--- src/rtl/sevenseg_pkg.sv ---
// Shared constants for BCD digits and active-low 7-segment patterns (bit order g..a).
package sevenseg_pkg;

    localparam int unsigned DIGIT_W = 4;
    localparam int unsigned SEG_W   = 7;

    localparam logic [DIGIT_W-1:0] DIGIT_MAX = 4'd9;

    localparam logic [SEG_W-1:0] SEG_0 = 7'b1000000;
    localparam logic [SEG_W-1:0] SEG_1 = 7'b1111001;
    localparam logic [SEG_W-1:0] SEG_2 = 7'b0100100;
    localparam logic [SEG_W-1:0] SEG_3 = 7'b0110000;
    localparam logic [SEG_W-1:0] SEG_4 = 7'b0011001;
    localparam logic [SEG_W-1:0] SEG_5 = 7'b0010010;
    localparam logic [SEG_W-1:0] SEG_6 = 7'b0000010;
    localparam logic [SEG_W-1:0] SEG_7 = 7'b1111000;
    localparam logic [SEG_W-1:0] SEG_8 = 7'b0000000;
    localparam logic [SEG_W-1:0] SEG_9 = 7'b0010000;

    // Codes that can never be counted to still show a clean "0".
    localparam logic [SEG_W-1:0] SEG_DEFAULT = SEG_0;

    // Non-decimal nibbles are forced to zero so the count never leaves 0..9.
    function automatic logic [DIGIT_W-1:0] sanitize_digit(input logic [DIGIT_W-1:0] digit);
        return (digit > DIGIT_MAX) ? '0 : digit;
    endfunction

endpackage

--- src/rtl/bcd_to_sevenseg.sv ---
// Combinational single-digit BCD to active-low 7-segment decoder.
module bcd_to_sevenseg
    import sevenseg_pkg::*;
(
    input  logic [DIGIT_W-1:0] i_digit,
    output logic [SEG_W-1:0]   o_seg_c
);

    always_comb begin
        o_seg_c = SEG_DEFAULT;
        case (i_digit)
            4'd0:    o_seg_c = SEG_0;
            4'd1:    o_seg_c = SEG_1;
            4'd2:    o_seg_c = SEG_2;
            4'd3:    o_seg_c = SEG_3;
            4'd4:    o_seg_c = SEG_4;
            4'd5:    o_seg_c = SEG_5;
            4'd6:    o_seg_c = SEG_6;
            4'd7:    o_seg_c = SEG_7;
            4'd8:    o_seg_c = SEG_8;
            4'd9:    o_seg_c = SEG_9;
            default: o_seg_c = SEG_DEFAULT;
        endcase
    end

endmodule

--- src/rtl/bcd_display_counter.sv ---
// Multi-digit up/down BCD counter stepped by a clock divider, with registered
// 7-segment outputs and a limit carry pulse; wraps or saturates per WRAP.
module bcd_display_counter
    import sevenseg_pkg::*;
#(
    parameter int unsigned NUM_DIGITS = 2,
    parameter int unsigned TICK_DIV   = 8388608,
    parameter int unsigned WRAP       = 1
)(
    input  logic                          clock,
    input  logic                          reset,
    input  logic                          enable,
    input  logic                          up_down,
    input  logic                          load,
    input  logic [DIGIT_W*NUM_DIGITS-1:0] load_value,
    output logic [DIGIT_W*NUM_DIGITS-1:0] bcd_count,
    output logic [SEG_W*NUM_DIGITS-1:0]   seg,
    output logic                          carry
);

    localparam int unsigned BCD_W   = DIGIT_W * NUM_DIGITS;
    localparam int unsigned SEGBUS_W = SEG_W * NUM_DIGITS;
    localparam int unsigned DIV_W   = $clog2(TICK_DIV);
    localparam logic [DIV_W-1:0] DIV_LAST = DIV_W'(TICK_DIV - 1);

    logic [DIV_W-1:0]    r_div;
    logic [BCD_W-1:0]    r_bcd;
    logic [SEGBUS_W-1:0] r_seg;
    logic                r_carry;

    logic                w_tick;
    logic                w_all9;
    logic                w_all0;
    logic                w_at_limit;
    logic [BCD_W-1:0]    w_step;
    logic [BCD_W-1:0]    w_load_clean;
    logic [SEGBUS_W-1:0] w_seg_dec;

    assign w_tick     = enable && (r_div == DIV_LAST);
    assign w_all9     = (r_bcd == {NUM_DIGITS{DIGIT_MAX}});
    assign w_all0     = (r_bcd == '0);
    assign w_at_limit = up_down ? w_all9 : w_all0;

    // Per-digit ripple: a digit moves only when every lower digit is at its rollover value.
    for (genvar k = 0; k < NUM_DIGITS; k++) begin : g_digit
        logic [DIGIT_W-1:0] w_cur;
        logic [DIGIT_W-1:0] w_next;
        logic               w_lo9;
        logic               w_lo0;

        assign w_cur = r_bcd[k*DIGIT_W +: DIGIT_W];

        always_comb begin
            w_lo9 = 1'b1;
            w_lo0 = 1'b1;
            for (int j = 0; j < k; j++) begin
                if (r_bcd[j*DIGIT_W +: DIGIT_W] != DIGIT_MAX) w_lo9 = 1'b0;
                if (r_bcd[j*DIGIT_W +: DIGIT_W] != '0)        w_lo0 = 1'b0;
            end
        end

        always_comb begin
            w_next = w_cur;
            if (up_down) begin
                if (w_lo9) w_next = (w_cur >= DIGIT_MAX) ? '0 : w_cur + DIGIT_W'(1);
            end else begin
                if (w_lo0) w_next = (w_cur == '0) ? DIGIT_MAX : w_cur - DIGIT_W'(1);
            end
        end

        assign w_step[k*DIGIT_W +: DIGIT_W]       = w_next;
        assign w_load_clean[k*DIGIT_W +: DIGIT_W] = sanitize_digit(load_value[k*DIGIT_W +: DIGIT_W]);

        bcd_to_sevenseg u_dec (
            .i_digit (w_cur),
            .o_seg_c (w_seg_dec[k*SEG_W +: SEG_W])
        );
    end

    // Reset beats load, load beats tick; seg trails bcd_count by one clock.
    always_ff @(posedge clock) begin
        if (!reset) begin
            r_div   <= '0;
            r_bcd   <= '0;
            r_carry <= 1'b0;
            r_seg   <= {NUM_DIGITS{SEG_0}};
        end else begin
            r_seg   <= w_seg_dec;
            r_carry <= 1'b0;
            if (load) begin
                r_bcd <= w_load_clean;
                r_div <= '0;
            end else if (enable) begin
                r_div <= w_tick ? '0 : r_div + DIV_W'(1);
                if (w_tick) begin
                    r_carry <= w_at_limit;
                    if (!w_at_limit || (WRAP != 32'd0)) r_bcd <= w_step;
                end
            end
        end
    end

    assign bcd_count = r_bcd;
    assign seg       = r_seg;
    assign carry     = r_carry;

endmodule

--- config.mk ---
export PLATFORM = sky130hd
export DESIGN_NAME = bcd_display_counter
export DESIGN_NICKNAME = d
export VERILOG_FILES = /design/src/rtl/sevenseg_pkg.sv /design/src/rtl/bcd_to_sevenseg.sv /design/src/rtl/bcd_display_counter.sv
export SDC_FILE = /design/constraint.sdc
export NUM_CORES = 1
export LEC_CHECK = 0
export CORE_MARGIN = 3
export CORE_UTILIZATION = 45
export CTS_BUF_LIST = sky130_fd_sc_hd__clkbuf_8 sky130_fd_sc_hd__clkbuf_16
export CTS_CLUSTER_DIAMETER = 30
export DETAILED_ROUTE_END_ITERATION = 8
export PLACE_DENSITY = 0.64
export SYNTH_ARGS = -nofsm -noshare
export SYNTH_HDL_FRONTEND = slang
export SYNTH_HIERARCHICAL = 1
export SYNTH_SLANG_ARGS = --single-unit
--- constraint.sdc ---
create_clock -name clock -period 2.4 [get_ports clock]
set_input_delay 0.48 -clock clock [delete_from_list [all_inputs] [get_ports clock]]
set_output_delay 0.48 -clock clock [all_outputs]
set_load 0.05 [all_outputs]
After elaboration in Yosys (flattened, before gate mapping). Memories as Yosys holds them, arrays and structs flattened. A register that Yosys moved wholly into a read port is not among the register bits. Index checks and enable logic that the tools add are counted.

Bitwise operators: 3. Equality and inequality tests: 5. Add/sub/neg operators: 5. Multiplexer cells: 15. Reduce and logical (&&, ||, !) cells: 13. Order comparisons: 4.

Operators by type and width (number): $mux 4 (10); $mux 8 (3); $add 23x1->23 const B (1); $eq 23x23->1 const B (1); $mux 23 (1); $add 4x1->4 const B (2); $eq 8x8->1 const B (1); $ge 4x4->1 const B (2); $gt 4x4->1 const B (2); $logic_not 4->1 (2); $logic_not 8->1 (1); $sub 4x1->4 const B (2); $ne 3x3->1 const B (2); $ne 4x4->1 const B (1); $reduce_and 4->1 (1); $reduce_bool 2->1 (2); $reduce_bool 4->1 (1); $reduce_or 4->1 (1); $not 1->1 (3); $logic_not 1->1 (2); $reduce_and 2->1 (1); $reduce_or 2->1 (1); $logic_and 1x1->1 (1); $mux 1 (1).

Flip-flop bits (word level): 32. Memory bits (read-only): 224. Output and inout bits: 23. Memories kept: 2.

Memory list: (name not given) (depth 16, width 7, rd ports 1, clocked after memory_dff 1, wr ports 0, line bcd_to_sevenseg.sv:11) `case (i_digit)`; (name not given) (depth 16, width 7, rd ports 1, clocked after memory_dff 1, wr ports 0, line bcd_to_sevenseg.sv:11).

Longest topological paths before layout. Gate-level depths: netlist of the first run.

Depth in word-level cells: 7. Mapped depth: 8. Mapped depth without buffers: 7.

Modules after synthesis. Netlist of the first run, hierarchy kept.

Modules (own cells, without submodules): bcd_display_counter (instances 1, seq. area each 920.9 µm², cells each 269, area an instance 2378.5 µm²); bcd_to_sevenseg (instances 2, seq. area each 0.0 µm², cells each 25, area an instance 183.9 µm²).

Worst setup path before layout of the first run. No wires, ideal clock.

Path type: reg-to-reg. From: reg r_bcd[1] (netlist: bcd_count[1]). To: reg r_bcd[2] (netlist: bcd_count[2]). Cell stages (with the launch flop): 8. Period minus slack after synthesis: 2.258 ns. Data required time: 2.326 ns. Path buffers: 0. Data arrival time: 2.183 ns. Slack: 0.142 ns. Cells stage by stage: dfxtp_1 > inv_1 > ha_1 > or3b_4 > a2111oi_2 > a221oi_1 > nand3b_1 > o21ai_0.

Word-level cells in the longest chain between the ends: 6. Elaborated cells on any way between the ends: 10. Classes of those cells: add/sub (2); order compare (1); mux (6); reduce/logical (1).

RTL lines: start: declaration (line bcd_display_counter.sv:27) `logic [BCD_W-1:0] r_bcd;`; start signal: assignment (line bcd_display_counter.sv:91) `r_bcd <= w_load_clean;`; start signal: assignment (line bcd_display_counter.sv:97) `if (!w_at_limit || (WRAP != 32'd0)) r_bcd <= w_step;`; $sub 4x1->4 (tied with other cells) (line bcd_display_counter.sv:67) `if (w_lo0) w_next = (w_cur == '0) ? DIGIT_MAX : w_cur - DIGIT_W'(1);`; $mux 4 (on tied branches) (line bcd_display_counter.sv:67, bcd_display_counter.sv:65); $mux 4 * (line bcd_display_counter.sv:64) `if (up_down) begin`; $mux 8 * (line bcd_display_counter.sv:95) `if (w_tick) begin`; $mux 8 * (line bcd_display_counter.sv:93) `end else if (enable) begin`; $mux 8 * (line bcd_display_counter.sv:90) `if (load) begin`.

Every way passes the cells marked *; elsewhere a longest branch is shown, timed or not. The select of a mux whose other input is x is not followed. A chain may end at the register's enable or synchronous reset.

Worst setup path after layout of the first run.
From: reg r_bcd[0] (netlist: bcd_count[0]). To: out bcd_count[0].

RTL lines: end: declaration (line bcd_display_counter.sv:16) `output logic [DIGIT_W*NUM_DIGITS-1:0] bcd_count,`.

No word-level cell between the ends.

==> results of run 1 <==
## kinds of logic after synthesis
family          after synthesis  synth area share
compound gates               54             0.143
mux                           3            0.0109
fa+ha+maj                    16            0.0729
xor+xnor                     21            0.0670
flops                        46             0.335
buf+inv                      30            0.0601
simple gates                149             0.311
## metal layers
metal  part of all wire  track usage  up-vias
li1                   -            -     1189
met1               0.45        0.202     1062
met2               0.49        0.287       56
met3              0.056       0.0405        4
met4             0.0078       0.0482        0
met5                  0            0        -
## synth_stat cells, drive strengths merged
cell and n:
inv 14, o21ba 2, mux2i 3, nor3 12, a221oi 1, a31oi 4
o31ai 1, and2 12, nand3b 4, dfxtp 46, nor2 38, or3b 2
o31a 2, o21a 2, xnor2 13, nand4b 1, nand4 11, o22ai 1
and4 7, a31o 2, a21oi 13, nor3b 5, nand2b 10, a21boi 4
o21ai 15, nand2 25, nor2b 2, o211a 2, clkbuf 6, ha 16
buf 10, and3 4, o221ai 1, a222oi 1, or2b 2, a211oi 2
a2111oi 1, xor2 8, nand3 13, or4b 1
## path summary, 6_finish.rpt
kind / from / to / slack, ps / cells after the start
hold / removal: r_div[4] / r_div[4] / 520 / 2
hold reg to reg: r_div[4] / r_div[4] / 520 / 2
setup / recovery: bcd_count[0] / bcd_count[0] / 190 / 1
setup reg to reg: bcd_count[0] / bcd_count[2] / 340 / 7
## final cells by class
cell class	instances	area (µm²)	share of cell area
multi-input cells	243	1660	0.503
well taps	72	90.1	0.0273
flip-flops and latches	46	921	0.279
clock buffers	5	68.8	0.0209
clock inverters	3	37.5	0.0114
repair buffers	50	468	0.142
inverters	14	52.6	0.0159
## per-stage QoR
stage                util  setup WS (ps)  instance area, µm²
global route        0.578            118                3300
CTS                 0.578            160                3300
finish              0.578            186                3300
floorplan               -            142                2750
global placement    0.559            226                3190
detailed placement  0.559            223                3190
## report_power, final
part | internal [µW] | switching, µW
Combinational | 144 | 200
Sequential | 785 | 20.7
Clock | 303 | 258
## state kept, by name, summed over array words and instances, names as in the netlist
signal / flops
carry: 1
seg: 14
bcd_count: 8
r_div: 23
==> flow_summary.json, run 1 <==
{
  "result_of_the_run": "complete, no violations",
  "finalSetupViolCount": 0,
  "timing.critical_path.arrival_ps": 1730,
  "grt_first_pass_wirelength_mm": 9.85,
  "min_hold_slack_ps": 517,
  "yosys.cell_types.count": 53,
  "instances_no_fill": 433,
  "fill_cells": 539,
  "detailed_place_hpwl_mm": 4.20,
  "clock-skew-final_ps": 5.33,
  "drive_above_1_share": 0.122,
  "maxCapViolCount": 0,
  "synth_nets": 348,
  "setup.worst_path.class": "flip-flop to output port",
  "drt_pre_antenna_iters": 4,
  "n_antenna_cell": 0,
  "timing.slew.headroom": 0.444,
  "critical_path_buf_inv_count": 1,
  "numCtsBuffers": 5,
  "initial_core_utilization": 0.481,
  "power_density_nw_per_um2": 519,
  "initial_detailed_routing_violation_count": 126,
  "syn-instance-count": 319,
  "resized_gates_after_cts": 0,
  "synth_top_cell_area_share": 0.335,
  "detail_route.drc_violations": 0,
  "design.portCount": 36,
  "clock_sinks": 46,
  "critPathMaxFanout": 10,
  "synth.yosys.warnings": 6,
  "holdCritPathClass": "flip-flop to flip-flop",
  "clockRootBuffer": "sky130_fd_sc_hd__clkbuf_8",
  "post_drt_wl_per_cell_um": 13.3,
  "drt-total-wl_mm": 5.76,
  "global_route.overflow_total": 0,
  "clock_transition_at_the_registers_of_the_reported_paths_ps": 80,
  "worst_path_dominant_cell_family": "buffers and inverters",
  "grt_max_degree": 25,
  "routabilityCongestion": 0.927,
  "report.final.slew_viol_count": 0,
  "timing.critical_path.from_type": "flip-flop",
  "fin_total_pwr_uw": 1710,
  "grt_pass1_vias": 2204,
  "placementRows": 27,
  "endpoint_kind_of_the_worst_setup_timing_path": "output port",
  "finalCritPeriodShare": 0.922,
  "yosysSeqAreaShare": 0.335,
  "coreArea_um2": 5710,
  "post_cts_hold_buffer_count": 0,
  "rsz0062_at_grt": "false",
  "via_count": 2311,
  "synth.top_cells.by_area": "sky130_fd_sc_hd__dfxtp_1, sky130_fd_sc_hd__ha_1, sky130_fd_sc_hd__nor2_1",
  "commonest_non_fill_non_tap_cells_in_the_layout": "sky130_fd_sc_hd__dfxtp_1, sky130_fd_sc_hd__nor2_1, sky130_fd_sc_hd__clkdlybuf4s50_1",
  "die_h_um": 84.1,
  "worst_ep_required_time_ps": 1920,
  "post_synth_instance_area_um2": 2750,
  "flow.area_growth_from_synthesis_pct": 20.1,
  "min_period_ps": 2210,
  "grt_use_total": 0.165,
  "htreeDepth": 2,
  "antenna_found_initial": 0,
  "synth_area_per_cell_um2": 8.61,
  "synthDominantAreaCellType": "sky130_fd_sc_hd__dfxtp_1",
  "insertion_delay_ps": 290,
  "post-place-cells": 425,
  "irDropWorstVdd_v": 0.000353,
  "layout.cells.most_common": "sky130_fd_sc_hd__dfxtp_1",
  "number_of_buffers_added_for_setup_after_cts": 0,
  "die_width_um": 84.1,
  "hold_viol": 0,
  "cp_slowest_stage_delay_ps": 880,
  "leakage_uw": 0.00122,
  "clock.fmax_mhz": 452,
  "fin_tns_setup_ps": 0,
  "worst_slew_pin_slew_ps": 833,
  "io_buffers": 35,
  "synth.ff_latch_count": 46,
  "cts_tree": "yes",
  "clock_tree.buffer_depth": 2,
  "vias_per_cell": 5.34,
  "layout.nets": 389,
  "worst_path_slowest_cell": "sky130_fd_sc_hd__clkdlybuf4s50_1",
  "dieArea_um2": 7080,
  "final_antenna_net_count": 0,
  "cp_cell_sequence": "clkdlybuf4s50_1"
}
(Power assumes the default switching activity.)
==> run 2, diff against run 1 <==
--- a/config.mk
+++ b/config.mk
@@ -11,6 +11,7 @@
 export CTS_CLUSTER_DIAMETER = 30
 export DETAILED_ROUTE_END_ITERATION = 8
 export PLACE_DENSITY = 0.64
+export SLEW_MARGIN = 20
 export SYNTH_ARGS = -nofsm -noshare
 export SYNTH_HDL_FRONTEND = slang
 export SYNTH_HIERARCHICAL = 1
==> results of run 2 <==
No change in the layout: final DEF, timing and power equal those of run 1.
==> run 3, diff against run 2 <==
--- a/config.mk
+++ b/config.mk
@@ -5,12 +5,13 @@
 export SDC_FILE = /design/constraint.sdc
 export NUM_CORES = 1
 export LEC_CHECK = 0
+export ABC_CLOCK_PERIOD_IN_PS = 1900
 export CORE_MARGIN = 3
 export CORE_UTILIZATION = 45
 export CTS_BUF_LIST = sky130_fd_sc_hd__clkbuf_8 sky130_fd_sc_hd__clkbuf_16
 export CTS_CLUSTER_DIAMETER = 30
 export DETAILED_ROUTE_END_ITERATION = 8
-export PLACE_DENSITY = 0.64
+export PLACE_DENSITY = 0.67
 export SLEW_MARGIN = 20
 export SYNTH_ARGS = -nofsm -noshare
 export SYNTH_HDL_FRONTEND = slang
==> constraint.sdc (replaced) <==
create_clock -name clock -period 1.9 [get_ports clock]
set_input_delay 0.38 -clock clock [delete_from_list [all_inputs] [get_ports clock]]
set_output_delay 0.38 -clock clock [all_outputs]
set_load 0.05 [all_outputs]
==> run 3 against run 2 <==
- sequential share of layout area decreased by 1.3 points
- combinational power up 44%
- via count rose by 3.2%
- critical path depth did not move
- register-to-register slack lost 210 ps
- final cell count increased by 3.9%
- non-clock buffer count grew 18
- worst setup slack got worse by 87 ps
- clock power decreased by 2%
- global-route usage rose by 0.97 points
- sequential power up 24%
- clock skew grew 5.0 ps
- critical path type unchanged
- largest power group unchanged
- highest routed layer unchanged
==> flow_summary.json, run 3 (same netlist as run 1, synthesis figures left out) <==
{
  "result_of_the_run": "complete, no violations",
  "fin_total_pwr_uw": 2050,
  "drt_pre_antenna_iters": 4,
  "dieArea_um2": 7080,
  "fill_cells": 526,
  "finalSetupViolCount": 0,
  "final_antenna_net_count": 0,
  "detail_route.drc_violations": 0,
  "maxCapViolCount": 0,
  "clock_tree.buffer_depth": 2,
  "placementRows": 27,
  "swShare": 0.293,
  "post-place-cells": 443,
  "post_cts_hold_buffer_count": 0,
  "clkPwrFrac": 0.268,
  "cts_tree": "yes",
  "min_period_ps": 1800,
  "number_of_buffers_added_for_setup_after_cts": 0,
  "antenna_found_initial": 0,
  "grt_max_degree": 24,
  "insertion_delay_ps": 290,
  "finalCritPeriodShare": 0.948,
  "worst_ep_required_time_ps": 1520,
  "initial_core_utilization": 0.481,
  "rsz0062_at_grt": "false",
  "global_route.overflow_total": 0,
  "net-switching-power_uw": 599,
  "critical_path_buf_inv_count": 1,
  "grt_first_pass_wirelength_mm": 10.2,
  "report.final.slew_viol_count": 0,
  "detailed_place_hpwl_mm": 4.49,
  "layout.cells.most_common": "sky130_fd_sc_hd__dfxtp_1",
  "leakage_uw": 0.00131,
  "timing.critical_path.from_type": "flip-flop",
  "die_width_um": 84.1,
  "p_seq_frac": 0.490,
  "design.portCount": 36,
  "htreeDepth": 2,
  "drive_above_1_share": 0.190,
  "die_h_um": 84.1,
  "clock_transition_at_the_registers_of_the_reported_paths_ps": 90,
  "timing.critical_path.arrival_ps": 1420,
  "worst_path_slowest_cell": "sky130_fd_sc_hd__clkdlybuf4s50_1",
  "top_register": "r_div",
  "vias_per_cell": 5.30,
  "coreArea_um2": 5710,
  "irDropWorstVdd_v": 0.000609,
  "post_drt_wl_per_cell_um": 13.3,
  "p_int_uw": 1450,
  "grt_use_total": 0.175,
  "cp_slowest_stage_delay_ps": 810,
  "endpoint_kind_of_the_worst_setup_timing_path": "output port",
  "io_buffers": 35,
  "grt_pass1_vias": 2239,
  "power_density_nw_per_um2": 589,
  "commonest_non_fill_non_tap_cells_in_the_layout": "sky130_fd_sc_hd__dfxtp_1, sky130_fd_sc_hd__nor2_1, sky130_fd_sc_hd__buf_4",
  "flow.area_growth_from_synthesis_pct": 26.5,
  "number_of_flip_flops_under_the_largest_register_name": 23,
  "clock-skew-final_ps": 10.3,
  "routabilityCongestion": 0.875,
  "setup.worst_path.class": "flip-flop to output port",
  "via_count": 2386,
  "timing.slew.headroom": 0.659,
  "numCtsBuffers": 5,
  "clock_sinks": 46,
  "hold_viol": 0,
  "holdCritPathClass": "flip-flop to flip-flop",
  "critPathMaxFanout": 1,
  "instances_no_fill": 450,
  "cp_cell_sequence": "clkdlybuf4s50_1",
  "clock.fmax_mhz": 555,
  "n_antenna_cell": 0,
  "worst_slew_pin_slew_ps": 510,
  "layout.nets": 407,
  "worst_path_dominant_cell_family": "buffers and inverters",
  "comb_power_share": 0.242,
  "min_hold_slack_ps": 521,
  "drt-total-wl_mm": 6.00,
  "clockRootBuffer": "sky130_fd_sc_hd__clkbuf_8",
  "initial_detailed_routing_violation_count": 140
}
[run 3: cell count changes in the layout (fill, tap and decap cells not counted), moves of 2 or more]
cell,before,now
sky130_fd_sc_hd__buf_12,1,5
sky130_fd_sc_hd__buf_4,17,36
sky130_fd_sc_hd__clkdlybuf4s50_1,32,27
sky130_fd_sc_hd__dfxtp_1,46,42
sky130_fd_sc_hd__dfxtp_2,0,4
sky130_fd_sc_hd__ha_1,16,14
[run 3: layout make-up]
type,count,area [µm²],area share
tap,72,90.1,0.0259
clock inverter,2,7.51,0.00216
inverter,14,52.6,0.0151
clock buffer,5,68.8,0.0198
sequential,46,926,0.267
multi-input combinational,243,1690,0.486
timing repair buffer,68,641,0.184
[run 3: what timing repair did]
item / CTS / global route
resized for setup: 0 / 4
endpoints found under the setup margin: 0 / 2
hold endpoints to repair: 0 / 0
[run 3: path summary, 6_finish.rpt]
| path | startpoint | to | slack (ps) | cells after the start |
|---|---|---|---|---|
| worst max register to register | bcd_count[1] | bcd_count[2] | 130 | 7 |
| worst max-delay path | seg[10] | seg[10] | 100 | 1 |
| worst min-delay path | r_div[4] | r_div[4] | 520 | 2 |
| worst min register to register | r_div[4] | r_div[4] | 520 | 2 |
[run 3: stage by stage]
stage               setup WS [ps]  utilization  TNS, ps  area (µm²)
global placement             -105        0.590    -1970        3370
global route                 6.62        0.608        0        3470
floorplan                   -81.4            -    -81.4        2750
detailed placement           -149        0.590    -2800        3370
finish                       99.0        0.608        0        3470
CTS                          80.4        0.604        0        3450
[run 3: metal layers]
metal  global-route usage  wire length, µm  up-vias  part of all wire
met5                    0                0        -                 0
met2                0.293             2840       57              0.47
met3               0.0405              263        8             0.044
li1                     -                -     1221                 -
met1                0.221             2810     1100              0.47
met4               0.0585               82        0             0.014
[run 3: power groups by stage]
| stage | combinational, µW | clock (µW) | sequential [µW] |
|---|---|---|---|
| after floorplan | 204 | 0 | 1130 |
| after global placement | 481 | 0 | 1030 |
| after detailed placement | 488 | 0 | 1030 |
| after CTS | 489 | 573 | 1000 |
| after global routing | 532 | 608 | 1010 |
| final | 495 | 549 | 1000 |
